===== config.mk =====
export PLATFORM = sky130hd
export DESIGN_NAME = regfile_write_arbiter
export DESIGN_NICKNAME = d
export VERILOG_FILES = /design/src/rtl/regfile_write_arbiter.sv
export SDC_FILE = /design/constraint.sdc
export NUM_CORES = 1
export LEC_CHECK = 0
export BUFFER_PORTS_ARGS = -buffer_cell sky130_fd_sc_hd__clkbuf_2
export CAP_MARGIN = 0
export CORE_MARGIN = 1
export CORE_UTILIZATION = 50
export CTS_BUF_LIST = sky130_fd_sc_hd__clkbuf_4
export CTS_CLUSTER_DIAMETER = 60
export CTS_CLUSTER_SIZE = 10
export DETAILED_ROUTE_END_ITERATION = 16
export HOLD_SLACK_MARGIN = 0.12
export PLACE_DENSITY = 0.84
export SLEW_MARGIN = 0
export SYNTH_ARGS = -nofsm -noshare
export SYNTH_HDL_FRONTEND = slang
export SYNTH_SLANG_ARGS = --single-unit

===== constraint.sdc =====
create_clock -name clock -period 2.2 [get_ports clock]
set_input_delay 0.44 -clock clock [delete_from_list [all_inputs] [get_ports clock]]
set_output_delay 0.44 -clock clock [all_outputs]
set_load 0.01 [all_outputs]

===== src/rtl/regfile_write_arbiter.sv =====
// rtl/regfile_write_arbiter.sv - shares the register-file write port between CPU writeback and peripheral events
module regfile_write_arbiter #(
    parameter int         NUM_SRC  = 4,
    parameter int         MAX_WAIT = 3,
    parameter logic [4:0] SRC0_REG = 5'd20,
    parameter logic [4:0] SRC1_REG = 5'd22,
    parameter logic [4:0] SRC2_REG = 5'd24,
    parameter logic [4:0] SRC3_REG = 5'd26
) (
    input  logic                    clock,
    input  logic                    ctrl_reset_n,
    input  logic                    cpu_we,
    input  logic [4:0]              cpu_reg,
    input  logic [31:0]             cpu_data,
    output logic                    cpu_stall,
    input  logic [NUM_SRC-1:0]      src_valid,
    input  logic [32*NUM_SRC-1:0]   src_data,
    output logic [NUM_SRC-1:0]      src_ack,
    input  logic                    ovf_clear,
    output logic [NUM_SRC-1:0]      src_overflow,
    output logic [NUM_SRC-1:0]      pending,
    output logic                    ctrl_writeEnable,
    output logic [4:0]              ctrl_writeReg,
    output logic [31:0]             data_writeReg
);
    localparam int PW = $clog2(NUM_SRC);
    localparam int WW = $clog2(MAX_WAIT + 1);

    logic [NUM_SRC-1:0]    pend_q;
    logic [32*NUM_SRC-1:0] data_q;
    logic [PW-1:0]         rr_ptr;
    logic [WW-1:0]         wait_cnt;

    logic                  cpu_valid;
    logic                  any_pend;
    logic                  force_periph;
    logic                  cpu_win;
    logic                  periph_win;
    logic                  found;
    logic [PW-1:0]         idx;
    logic [PW-1:0]         gnt_idx;
    logic [NUM_SRC-1:0]    grant;
    logic [NUM_SRC-1:0]    ovf_set;

    function automatic logic [4:0] target_reg(input logic [PW-1:0] sel);
        case (sel)
            PW'(0):  target_reg = SRC0_REG;
            PW'(1):  target_reg = SRC1_REG;
            PW'(2):  target_reg = SRC2_REG;
            default: target_reg = SRC3_REG;
        endcase
    endfunction

    // Writes to r0 are swallowed: never stalled, never written, never counted as a CPU win.
    always_comb begin
        cpu_valid    = cpu_we && (cpu_reg != 5'd0);
        any_pend     = |pend_q;
        force_periph = (wait_cnt == WW'(MAX_WAIT)) && any_pend;
        cpu_win      = cpu_valid && !force_periph;
        periph_win   = !cpu_win && any_pend;

        found   = 1'b0;
        idx     = '0;
        gnt_idx = '0;
        for (int k = 0; k < NUM_SRC; k++) begin
            idx = rr_ptr + PW'(k);
            if (!found && pend_q[idx]) begin
                found   = 1'b1;
                gnt_idx = idx;
            end
        end

        grant     = periph_win ? (NUM_SRC'(1) << gnt_idx) : '0;
        ovf_set   = src_valid & pend_q & ~grant;
        cpu_stall = ctrl_reset_n && cpu_valid && periph_win;
    end

    always_ff @(posedge clock or negedge ctrl_reset_n) begin
        if (!ctrl_reset_n) begin
            pend_q           <= '0;
            data_q           <= '0;
            src_overflow     <= '0;
            rr_ptr           <= '0;
            wait_cnt         <= '0;
            ctrl_writeEnable <= 1'b0;
            ctrl_writeReg    <= 5'd0;
            data_writeReg    <= 32'd0;
            src_ack          <= '0;
        end else begin
            // A new event landing on its own grant cycle simply re-arms the entry.
            for (int i = 0; i < NUM_SRC; i++) begin
                if (src_valid[i]) begin
                    pend_q[i]          <= 1'b1;
                    data_q[32*i +: 32] <= src_data[32*i +: 32];
                end else if (grant[i]) begin
                    pend_q[i] <= 1'b0;
                end
            end

            if (ovf_clear) begin
                src_overflow <= '0;
            end else begin
                src_overflow <= src_overflow | ovf_set;
            end

            if (periph_win || !any_pend) begin
                wait_cnt <= '0;
            end else if (cpu_win) begin
                wait_cnt <= wait_cnt + WW'(1);
            end

            if (periph_win) begin
                rr_ptr <= gnt_idx + PW'(1);
            end

            ctrl_writeEnable <= cpu_win || periph_win;
            src_ack          <= grant;
            if (cpu_win) begin
                ctrl_writeReg <= cpu_reg;
                data_writeReg <= cpu_data;
            end else if (periph_win) begin
                ctrl_writeReg <= target_reg(gnt_idx);
                data_writeReg <= data_q[32*int'(gnt_idx) +: 32];
            end
        end
    end

    assign pending = pend_q;

endmodule

==> results_dict.tcl, run 1 <==
set metrics [dict create \
    crit_path_end_kind "primary output" \
    numCtsBuffers 17 \
    place_ws_ns 0.194 \
    hold_viol 0 \
    period_share_pct 97.0 \
    grt_pass1_vias 8728 \
    synthFlopType "dfrtp_1" \
    root_buffer "clkbuf_4" \
    slew_viol_final 0 \
    netlist_top_cells_area "dfrtp_1 (51%), mux2_2 (13%), o211ai_1 (5.1%), o21ai_0 (3.6%), nand2_1 (3.5%)" \
    drc_errors 0 \
    fin_setup_tns_ns 0 \
    clk_path_buf_depth 2 \
    p_leak_uw 0.00548 \
    place_inst 1240 \
    grt.overflow.total 0 \
    place_hpwl_mm 17.5 \
    fin_nets 1346 \
    grt_pass1_wl_mm 44.3 \
    coreArea_mm2 0.0174 \
    synth_area_leader_cell "dfrtp_1" \
    cts_max_level 4 \
    synthToLayoutAreaGrowth_pct 36.4 \
    clock_sinks 182 \
    ir_worst_vdd_mv 0.602 \
    post_route_cells_drive_above_1_share_pct 34.9 \
    synth.distinct_cells 47 \
    powerDensity_mw_per_mm2 966 \
    cts_tree "yes" \
    relSlewSlack_pct 53.5 \
    startpoint_type "flip-flop" \
    port-buffer-count 223 \
    fin_skew_ns 0.0221 \
    cp-endpoint "cpu_stall" \
    setup_slack_ns 0.0653 \
    reg2reg_to "data_writeReg[23]" \
    hold_class "input pin to flip-flop" \
    critPathSlowestCell "dfrtp_1" \
    die_y_um 136 \
    syn-num-nets 996 \
    synth_cells 822 \
    finalCriticalPeriod_ns 2.13 \
    first_pass_iters 5 \
    outcome "complete, no violations" \
    synth-seq-cells 182 \
    wl_per_cell_um 19.9 \
    dieArea_mm2 0.0184 \
    r2r.worst_path.cells 6 \
    setup_viol 0 \
    rr_startpoint "pending[2]" \
    drt_iter0_markers 782 \
    clock_latency_ns 0.60 \
    synth.avg_cell_area_um2 10.8 \
    synthesis.area_mm2 0.00891 \
    via_per_inst 6.02 \
    initial_utilization_pct 51.3 \
    synth.most_common_cell "dfrtp_1" \
    ios 224 \
    ys_seq_area_share_pct 51.1 \
    max_stage_delay_ns 0.42 \
    criticalPathCategory "flip-flop to primary output" \
    crit_chain "buf_6, nor2_4, nand2_4, and4_1, clkbuf_2" \
    fin_util_pct 70.0 \
    worstPathArrival_ns 1.69 \
    grt_usage_pct 31.9 \
    cp_max_fo 9 \
    place_congestion 0.853 \
    path_clk_slew_ns 0.15 \
    ys_async_sr_fraction_pct 100 \
    grt_max_degree 120 \
    worst_hold_slack_ns 0.176 \
    min_path_cells 3 \
    rsz0062_at_grt "true" \
    yosysWarnings 0 \
    drv_cap 0 \
    rows 48 \
    wl_mm 28.2 \
    synth_top_area_share_pct 51.1 \
    antenna_found_initial 2 \
    synth_commonest_cells "dfrtp_1 (182), mux2_2 (102), nand2_1 (83)" \
    worstMarginPinSlew_ns 0.698 \
    layoutNonFillerInstCount 1412 \
    ff2ff_setup_slack_ns 0.12 \
    die_x_um 136 \
    required_ns 1.76 \
    vias 8495 \
    synth-edff-count 0 \
    drt.antenna.violating_nets 0 \
    crit_start "pending[0]" \
    max_freq_mhz 468 \
]
[registers in the layout, indices dropped and copies added (netlist names)]
name and cells:
data_q 128, rr_ptr 2, ctrl_writeReg 5, ctrl_writeEnable 1, pending 4, wait_cnt 2, data_writeReg 32, src_overflow 4
src_ack 4
[worst min path at each step]
stage | from | to | slack, ns
2_1_floorplan | ctrl_reset_n | ctrl_writeEnable | 0.14
3_3_place_gp | ctrl_reset_n | data_q[67] | 0.34
3_5_place_dp | ctrl_reset_n | data_q[67] | 0.33
4_1_cts | cpu_reg[3] | ctrl_writeReg[3] | 0.15
5_1_grt | cpu_reg[3] | ctrl_writeReg[3] | 0.15
6_report | cpu_reg[3] | ctrl_writeReg[3] | 0.18
[repair_timing]
action                     4_1_cts  5_1_grt
hold endpoints to repair       157        0
gates resized for setup          7        2
setup endpoints to repair        1        2
setup buffers                    4        0
hold buffers                   134        0
pin swaps                        3        1
[final cells by class]
| type | count | area (µm²) |
|---|---|---|
| Timing Repair Buffer | 398 | 2840 |
| Clock buffer | 19 | 143 |
| Inverter | 38 | 143 |
| Tap cell | 225 | 282 |
| Fill cell | 1171 | 5200 |
| Antenna cell | 2 | 5.00 |
| Multi-Input combinational cell | 535 | 4000 |
| Sequential cell | 182 | 4560 |
| Clock inverter | 13 | 180 |
[critical path, delay by kind of cell, from the launching register on]
family / cells / cell delay [ns]
flops: 1 / 0.42
buf+inv: 2 / 0.28
simple gates: 3 / 0.40
[power by group]
group	internal (µW)	switching, µW	total [µW]	leakage (µW)
combinational	2150	3030	5180	0.00317
sequential	3990	456	4450	0.00214
clock	924	1190	2110	0.000170
total	7060	4670	11700	0.00548
[through the flow]
step	power, µW	area (µm²)
detailed placement	9260	10400
finish	11700	12200
CTS	11600	12100
global placement	9100	10400
floorplan	7460	8910
global route	12400	12200
[cells by family (layout without fill, tap and decap cells)]
family	after synthesis	after routing	share of synthesized area, %
and+or+nand+nor	181	181	10.0
other	0	2	0
adders and majority gates	1	1	0.140
AOI/OAI and AO/OA	225	225	18.1
muxes	128	128	15.8
buffers and inverters	105	468	4.83
DFF	182	182	51.1
[placed cells by master, fill, tap and decap left out, types with 2 or more instances in the layout]
| cell type | netlist | final |
|---|---|---|
| a32oi_1 | 32 | 32 |
| and3_1 | 7 | 7 |
| clkinv_2 | 0 | 3 |
| nor3_1 | 2 | 2 |
| a21oi_1 | 9 | 8 |
| mux2_2 | 102 | 102 |
| inv_1 | 38 | 38 |
| dfrtp_2 | 0 | 3 |
| dfrtp_1 | 182 | 179 |
| clkbuf_2 | 0 | 222 |
| diode_2 | 0 | 2 |
| nand2_1 | 83 | 82 |
| buf_4 | 0 | 35 |
| nand2b_1 | 4 | 4 |
| bufinv_16 | 0 | 4 |
| nand3_1 | 34 | 34 |
| a21boi_1 | 7 | 6 |
| a21boi_4 | 0 | 2 |
| o211ai_1 | 60 | 60 |
| o21ai_0 | 64 | 64 |
| clkinvlp_4 | 0 | 2 |
| nor2_4 | 0 | 3 |
| dlygate4sd3_1 | 0 | 134 |
| clkbuf_4 | 0 | 19 |
| nor2b_1 | 27 | 27 |
| a21oi_4 | 0 | 2 |
| buf_12 | 0 | 5 |
| o2bb2ai_1 | 32 | 32 |
| a21o_1 | 4 | 4 |
| nor3b_1 | 6 | 6 |
| o311ai_1 | 3 | 3 |
| mux2i_1 | 26 | 26 |
| clkinv_4 | 0 | 2 |
| nor2_1 | 10 | 8 |
[layer usage]
| layer | up-vias | global-route usage [%] | routed length [µm] |
|---|---|---|---|
| met4 | 0 | 15.3 | 1070 |
| met2 | 537 | 52.9 | 14000 |
| met5 | - | 0 | 0 |
| met3 | 107 | 6.92 | 2200 |
| met1 | 4151 | 39.5 | 10900 |
| li1 | 3700 | - | - |
Note: power is estimated with default switching activity, not from simulation.
==> run 2: changes to the inputs <==
Settings changed: ABC_AREA set to 1, CTS_BUF_LIST sky130_fd_sc_hd__clkbuf_4 to sky130_fd_sc_hd__clkbuf_2 sky130_fd_sc_hd__clkbuf_4 sky130_fd_sc_hd__clkbuf_8.
==> run 2 against run 1 <==
Net effect:
- critical path depth grew 1
- global-route usage down 2.6 points
- sequential power fell by 1%
- power grew 20%
- critical endpoint unchanged
==> results_dict.tcl, run 2 <==
set metrics [dict create \
    place_congestion 0.883 \
    powerDensity_mw_per_mm2 1310 \
    ys_async_sr_fraction_pct 100 \
    relSlewSlack_pct 50.2 \
    required_ns 1.76 \
    slew_viol_final 0 \
    largest_reg_flops 128 \
    fin_area_mm2 0.0107 \
    final_common_cell "nand2_1" \
    max_freq_mhz 469 \
    layout_common_cells "nand2_1 (717), clkbuf_2 (221), dfrtp_1 (180)" \
    dieArea_mm2 0.0182 \
    path_clk_slew_ns 0.09 \
    coreArea_mm2 0.0172 \
    grt.overflow.total 0 \
    numCtsBuffers 17 \
    port-buffer-count 223 \
    synth.most_common_cell "nand2_1" \
    synth_top_area_share_pct 51.7 \
    worstMarginPinSlew_ns 0.746 \
    hold_class "input pin to asynchronous set/reset pin" \
    max_stage_delay_ns 0.43 \
    rsz0062_at_grt "true" \
    synthToLayoutAreaGrowth_pct 21.9 \
    first_pass_iters 5 \
    drv_cap 0 \
    drt_iter0_markers 691 \
    netlist_top_cells_area "dfrtp_1 (52%), nand2_1 (31%), nand3_1 (5.7%), nor2_1 (2.9%), clkbuf_1 (1.6%)" \
    synth.distinct_cells 31 \
    wl_mm 25.9 \
    period_share_pct 97.0 \
    synth_area_leader_cell "dfrtp_1" \
    fin_skew_ns 0.0101 \
    finalCriticalPeriod_ns 2.13 \
    via_per_inst 5.19 \
    reg2reg_to "data_writeReg[29]" \
    grt_max_degree 129 \
    startpoint_type "flip-flop" \
    rr_startpoint "rr_ptr[0]" \
    crit_chain "buf_6, nor4_4, inv_1, nand2_2, nor3b_1, buf_2" \
    grt_pass1_wl_mm 40.4 \
    place_hpwl_mm 17.3 \
    layoutNonFillerInstCount 1654 \
    ios 224 \
    synthesis.area_mm2 0.00881 \
    cts_tree "yes" \
    setup_viol 0 \
    worstPathArrival_ns 1.69 \
    p_leak_uw 0.00622 \
    vias 8581 \
    clk_path_buf_depth 2 \
    cp_max_fo 3 \
    cts_max_level 4 \
    synthFlopType "dfrtp_1" \
    antenna_cells 0 \
    fin_nets 1590 \
    crit_path_end_kind "primary output" \
    wl_per_cell_um 15.6 \
    rows 48 \
    synth_commonest_cells "nand2_1 (719), dfrtp_1 (182), nand3_1 (101)" \
    placed_area_mm2 0.0102 \
    clock_latency_ns 0.48 \
    ir_worst_vdd_mv 1.29 \
    hold_viol 0 \
    grt_pass1_vias 7986 \
    die_y_um 135 \
    synth.avg_cell_area_um2 7.29 \
    critPathSlowestCell "dfrtp_2" \
    post_route_cells_drive_above_1_share_pct 22.5 \
    drt.antenna.violating_nets 0 \
    synth_cells 1209 \
    worst_hold_slack_ns 0.0818 \
    root_buffer "clkbuf_8" \
    ff2ff_setup_slack_ns 0.09 \
    initial_utilization_pct 51.1 \
    synth-edff-count 0 \
    r2r.worst_path.cells 15 \
    yosysWarnings 0 \
    place_inst 1618 \
    grt_usage_pct 29.3 \
    die_x_um 135 \
    synth-seq-cells 182 \
    reg_top3 "data_q: 128 flops, data_writeReg: 32 flops, ctrl_writeReg: 5 flops" \
    syn-num-nets 1383 \
    drc_errors 0 \
    ys_seq_area_share_pct 51.7 \
    clock_sinks 182 \
    criticalPathCategory "flip-flop to primary output" \
    outcome "complete, no violations" \
    largest-register "data_q" \
    antenna_found_initial 0 \
]
[run 2: cell count changes in the layout (fill, tap and decap cells not counted), sizes merged, moves of 59 or more]
cell and delta:
dlygate4sd3 -134, nand2 +646, mux2 -102, o211ai -59, nor2 +59, nand3 +71
[run 2: worst max-delay path: cells and delay by family, from the launching register on]
family	cells	cell delay [ns]
simple gates	3	0.44
flops	1	0.43
buf+inv	3	0.36
[run 2: metal layers]
| metal | global-route usage (%) | part of all wire, % | routed length [µm] | vias up |
|---|---|---|---|---|
| li1 | - | - | - | 4129 |
| met1 | 41.3 | 43 | 11200 | 3989 |
| met2 | 45.5 | 46 | 12000 | 414 |
| met3 | 5.59 | 8.3 | 2150 | 49 |
| met4 | 10.0 | 2.2 | 568 | 0 |
| met5 | 0 | 0 | 0 | - |
[run 2: timing repair]
action / 4_1_cts / 5_1_grt
cloned: 0 / 2
resized for setup: 3 / 21
setup endpoints to repair: 35 / 38
pin swaps: 0 / 3
hold buffers: 0 / 0
setup buffers: 0 / 2
[run 2: cells by family after synthesis]
group	after synthesis	share of synthesized area (%)
buffers and inverters	98	5.47
AO/OA/AOI/OAI	16	1.08
AND/OR/NAND/NOR	912	41.6
flip-flops	182	51.7
adder cells (fa/ha/maj)	1	0.142
[run 2: stage by stage]
stage	setup WS (ns)	total power, µW	util, %	TNS, ns
after floorplan	0.330	9120	-	0
after global placement	-0.0740	11100	59.2	-0.421
after detailed placement	-0.0827	11200	59.2	-0.758
after CTS	0.00583	13500	61.5	0
after global routing	-0.0458	15100	62.3	-0.306
final	0.0657	14100	62.3	0
[run 2: worst max-delay path by stage]
stage,cells past startpoint,endpoint,startpoint
after detailed placement,13,data_writeReg[20],rr_ptr[0]
final,6,cpu_stall,pending[0]
after CTS,6,cpu_stall,pending[2]
after floorplan,18,data_writeReg[23],rr_ptr[0]
after global routing,14,data_writeReg[29],rr_ptr[0]
after global placement,13,data_writeReg[20],rr_ptr[0]
[run 2: area by class of cell]
| class | count | area [µm²] |
|---|---|---|
| clock buffers | 21 | 277 |
| clock inverters | 11 | 101 |
| fillers | 1534 | 6490 |
| inverters | 27 | 106 |
| multi-input cells | 929 | 3820 |
| flip-flops and latches | 182 | 4560 |
| well taps | 225 | 282 |
| repair buffers | 259 | 1600 |
[run 2: where the power goes]
part | switching (µW) | total, µW | leakage [µW] | internal, µW
clock network | 1230 | 2210 | 0.000185 | 980
registers | 398 | 4390 | 0.00219 | 4000
logic | 4800 | 7490 | 0.00384 | 2690
==> run 3: changes to the inputs <==
Settings changed: BUFFER_PORTS_ARGS -buffer_cell sky130_fd_sc_hd__clkbuf_2 to -buffer_cell sky130_fd_sc_hd__buf_4, CORE_UTILIZATION 50 to 31, PLACE_DENSITY 0.84 to 0.59.
==> run 3 against run 2 <==
Net effect:
- clock power rose by 8%
- largest cell class unchanged
- sequential cell count is the same
- critical path depth is 10 higher
- routed wire length up 11%
- die area increased by 60%
- critical path type is now flip-flop to flip-flop
- utilization fell by 21 points
- sequential share of layout area down 3.1 points
- register-to-register slack improved by 0.02 ns
==> results_dict.tcl, run 3 (synthesis gave the netlist of run 2 again) <==
set metrics [dict create \
    worstMarginPinSlew_ns 1.08 \
    cts_max_level 4 \
    root_buffer "clkbuf_8" \
    ir_worst_vdd_mv 0.693 \
    fin_nets 1595 \
    dr_wl_met3_mm 1.47 \
    postCtsHoldBufs 0 \
    clk_path_buf_depth 2 \
    clock_latency_ns 0.46 \
    largest-register "data_q" \
    drc_errors 0 \
    dieArea_mm2 0.0291 \
    powerDensity_mw_per_mm2 1290 \
    required_ns 2.57 \
    clock_sinks 182 \
    coreArea_mm2 0.0279 \
    grt_pass1_wl_mm 44.0 \
    via_per_inst 4.59 \
    criticalPathCategory "flip-flop to flip-flop" \
    ff2ff_setup_slack_ns 0.11 \
    numCtsBuffers 17 \
    num-fill-cells 2888 \
    grt.overflow.total 0 \
    period_share_pct 94.8 \
    outcome "complete, no violations" \
    r2r.worst_path.cells 16 \
    drt_iter0_markers 614 \
    antenna_found_initial 0 \
    wl_per_cell_um 15.8 \
    relSlewSlack_pct 27.7 \
    die_x_um 171 \
    grt_pass1_vias 8033 \
    drt.antenna.violating_nets 0 \
    place_congestion 0.838 \
    place_hpwl_mm 19.4 \
    place_ws_ns 0.0713 \
    fin_setup_tns_ns 0 \
    layout_common_cells "nand2_1 (714), buf_4 (246), dfrtp_1 (179)" \
    fin_util_pct 41.6 \
    worst_hold_slack_ns 0.122 \
    synthToLayoutAreaGrowth_pct 31.7 \
    antenna_cells 0 \
    cp_max_fo 9 \
    layoutNonFillerInstCount 1812 \
    reg_top3 "data_q: 128 flops, data_writeReg: 32 flops, ctrl_writeReg: 5 flops" \
    setup_viol 0 \
    drt-met1-wl_mm 12.9 \
    route.met2.wl_mm 14.0 \
    final_common_cell "nand2_1" \
    rr_startpoint "rr_ptr[0]" \
    cts_tree "yes" \
    first_pass_iters 5 \
    rsz0062_at_grt "true" \
    slew_viol_final 0 \
    grt_max_degree 183 \
    p_leak_uw 0.00640 \
    vias 8317 \
    crit_path_end_kind "flip-flop" \
    hold_viol 0 \
    path_clk_slew_ns 0.10 \
    rows 61 \
    die_y_um 171 \
    highest_layer "met4" \
    max_freq_mhz 479 \
    initial_utilization_pct 31.6 \
    setup_slack_ns 0.114 \
    post_route_cells_drive_above_1_share_pct 23.3 \
    fin_skew_ns 0.0113 \
    largest_reg_flops 128 \
    wl_mm 28.6 \
    port-buffer-count 223 \
    seq_area_mm2 0.00456 \
    drv_cap 0 \
    worstPathArrival_ns 2.45 \
    multi_input_area_mm2 0.00385 \
    reg2reg_to "data_writeReg[7]" \
    ios 224 \
    hold_class "input pin to asynchronous set/reset pin" \
    finalCriticalPeriod_ns 2.09 \
    grt_usage_pct 19.7 \
    place_inst 1774 \
    startpoint_type "flip-flop" \
]
[run 3: cell types whose count changed in the layout (fill, tap and decap cells not counted), moves of 2 or more]
| cell | delta |
|---|---|
| inv_8 | +2 |
| nand2_2 | +2 |
| buf_12 | -3 |
| clkinv_2 | -2 |
| nand2_1 | -3 |
| clkbuf_4 | -2 |
| clkinvlp_4 | +2 |
| clkbuf_8 | -2 |
| clkbuf_2 | -221 |
| clkbuf_16 | +2 |
| buf_4 | +227 |
[run 3: how the worst max path moves through the flow]
stage,from,to,slack [ns],depth (start not counted)
2_1_floorplan,rr_ptr[0],data_writeReg[23],0.33,18
3_3_place_gp,rr_ptr[0],data_writeReg[0],0.12,17
3_5_place_dp,rr_ptr[0],data_writeReg[0],0.07,16
4_1_cts,pending[1],cpu_stall,0.04,5
5_1_grt,rr_ptr[0],data_writeReg[10],-0.02,14
6_report,rr_ptr[0],data_writeReg[7],0.11,16
[run 3: area by class of cell]
cell class | count | area share, %
inverter | 27 | 0.939
clock inverter | 15 | 1.45
timing repair buffer | 264 | 19.0
tap | 378 | 4.08
sequential | 182 | 39.3
multi-input combinational | 929 | 33.2
clock buffer | 17 | 2.02
[run 3: power breakdown]
part           total, µW  internal [µW]  switching, µW  leakage, µW
clock network       2390           1030           1360     0.000185
registers           4440           4000            446      0.00219
logic               8100           3260           4840      0.00402
total              14900           8290           6650      0.00640
[run 3: through the flow]
stage	area, µm²	total power (µW)
finish	11600	14900
global route	11600	16100
CTS	11400	14200
detailed placement	11000	11800
global placement	11000	11700
floorplan	8810	9120
[run 3: worst max-delay path, cell delays in order, from the launching register on]
cell       delay (ns)
dfrtp_1          0.44
buf_6            0.15
nand2_1          0.10
nand3_2          0.13
nand2_4          0.12
inv_4            0.05
nand2_4          0.06
nand2_2          0.06
nand3_4          0.14
nand2_8          0.12
clkbuf_16        0.18
nand2_1          0.05
nand2_1          0.06
nand2_1          0.09
nand3_1          0.11
nand2_1          0.07
nand2_1          0.04
[run 3: timing repair]
item                                    4_1_cts  5_1_grt
cloned                                        0        4
endpoints found under the setup margin        1       36
setup buffers                                 0        2
pin swaps                                     0        5
resized for setup                             1       28
[run 3: layer usage]
metal,GRT usage [%],vias to the layer above
li1,-,4124
met1,26.5,3933
met2,33.5,242
met3,2.96,18
met4,4.43,0
met5,0,-
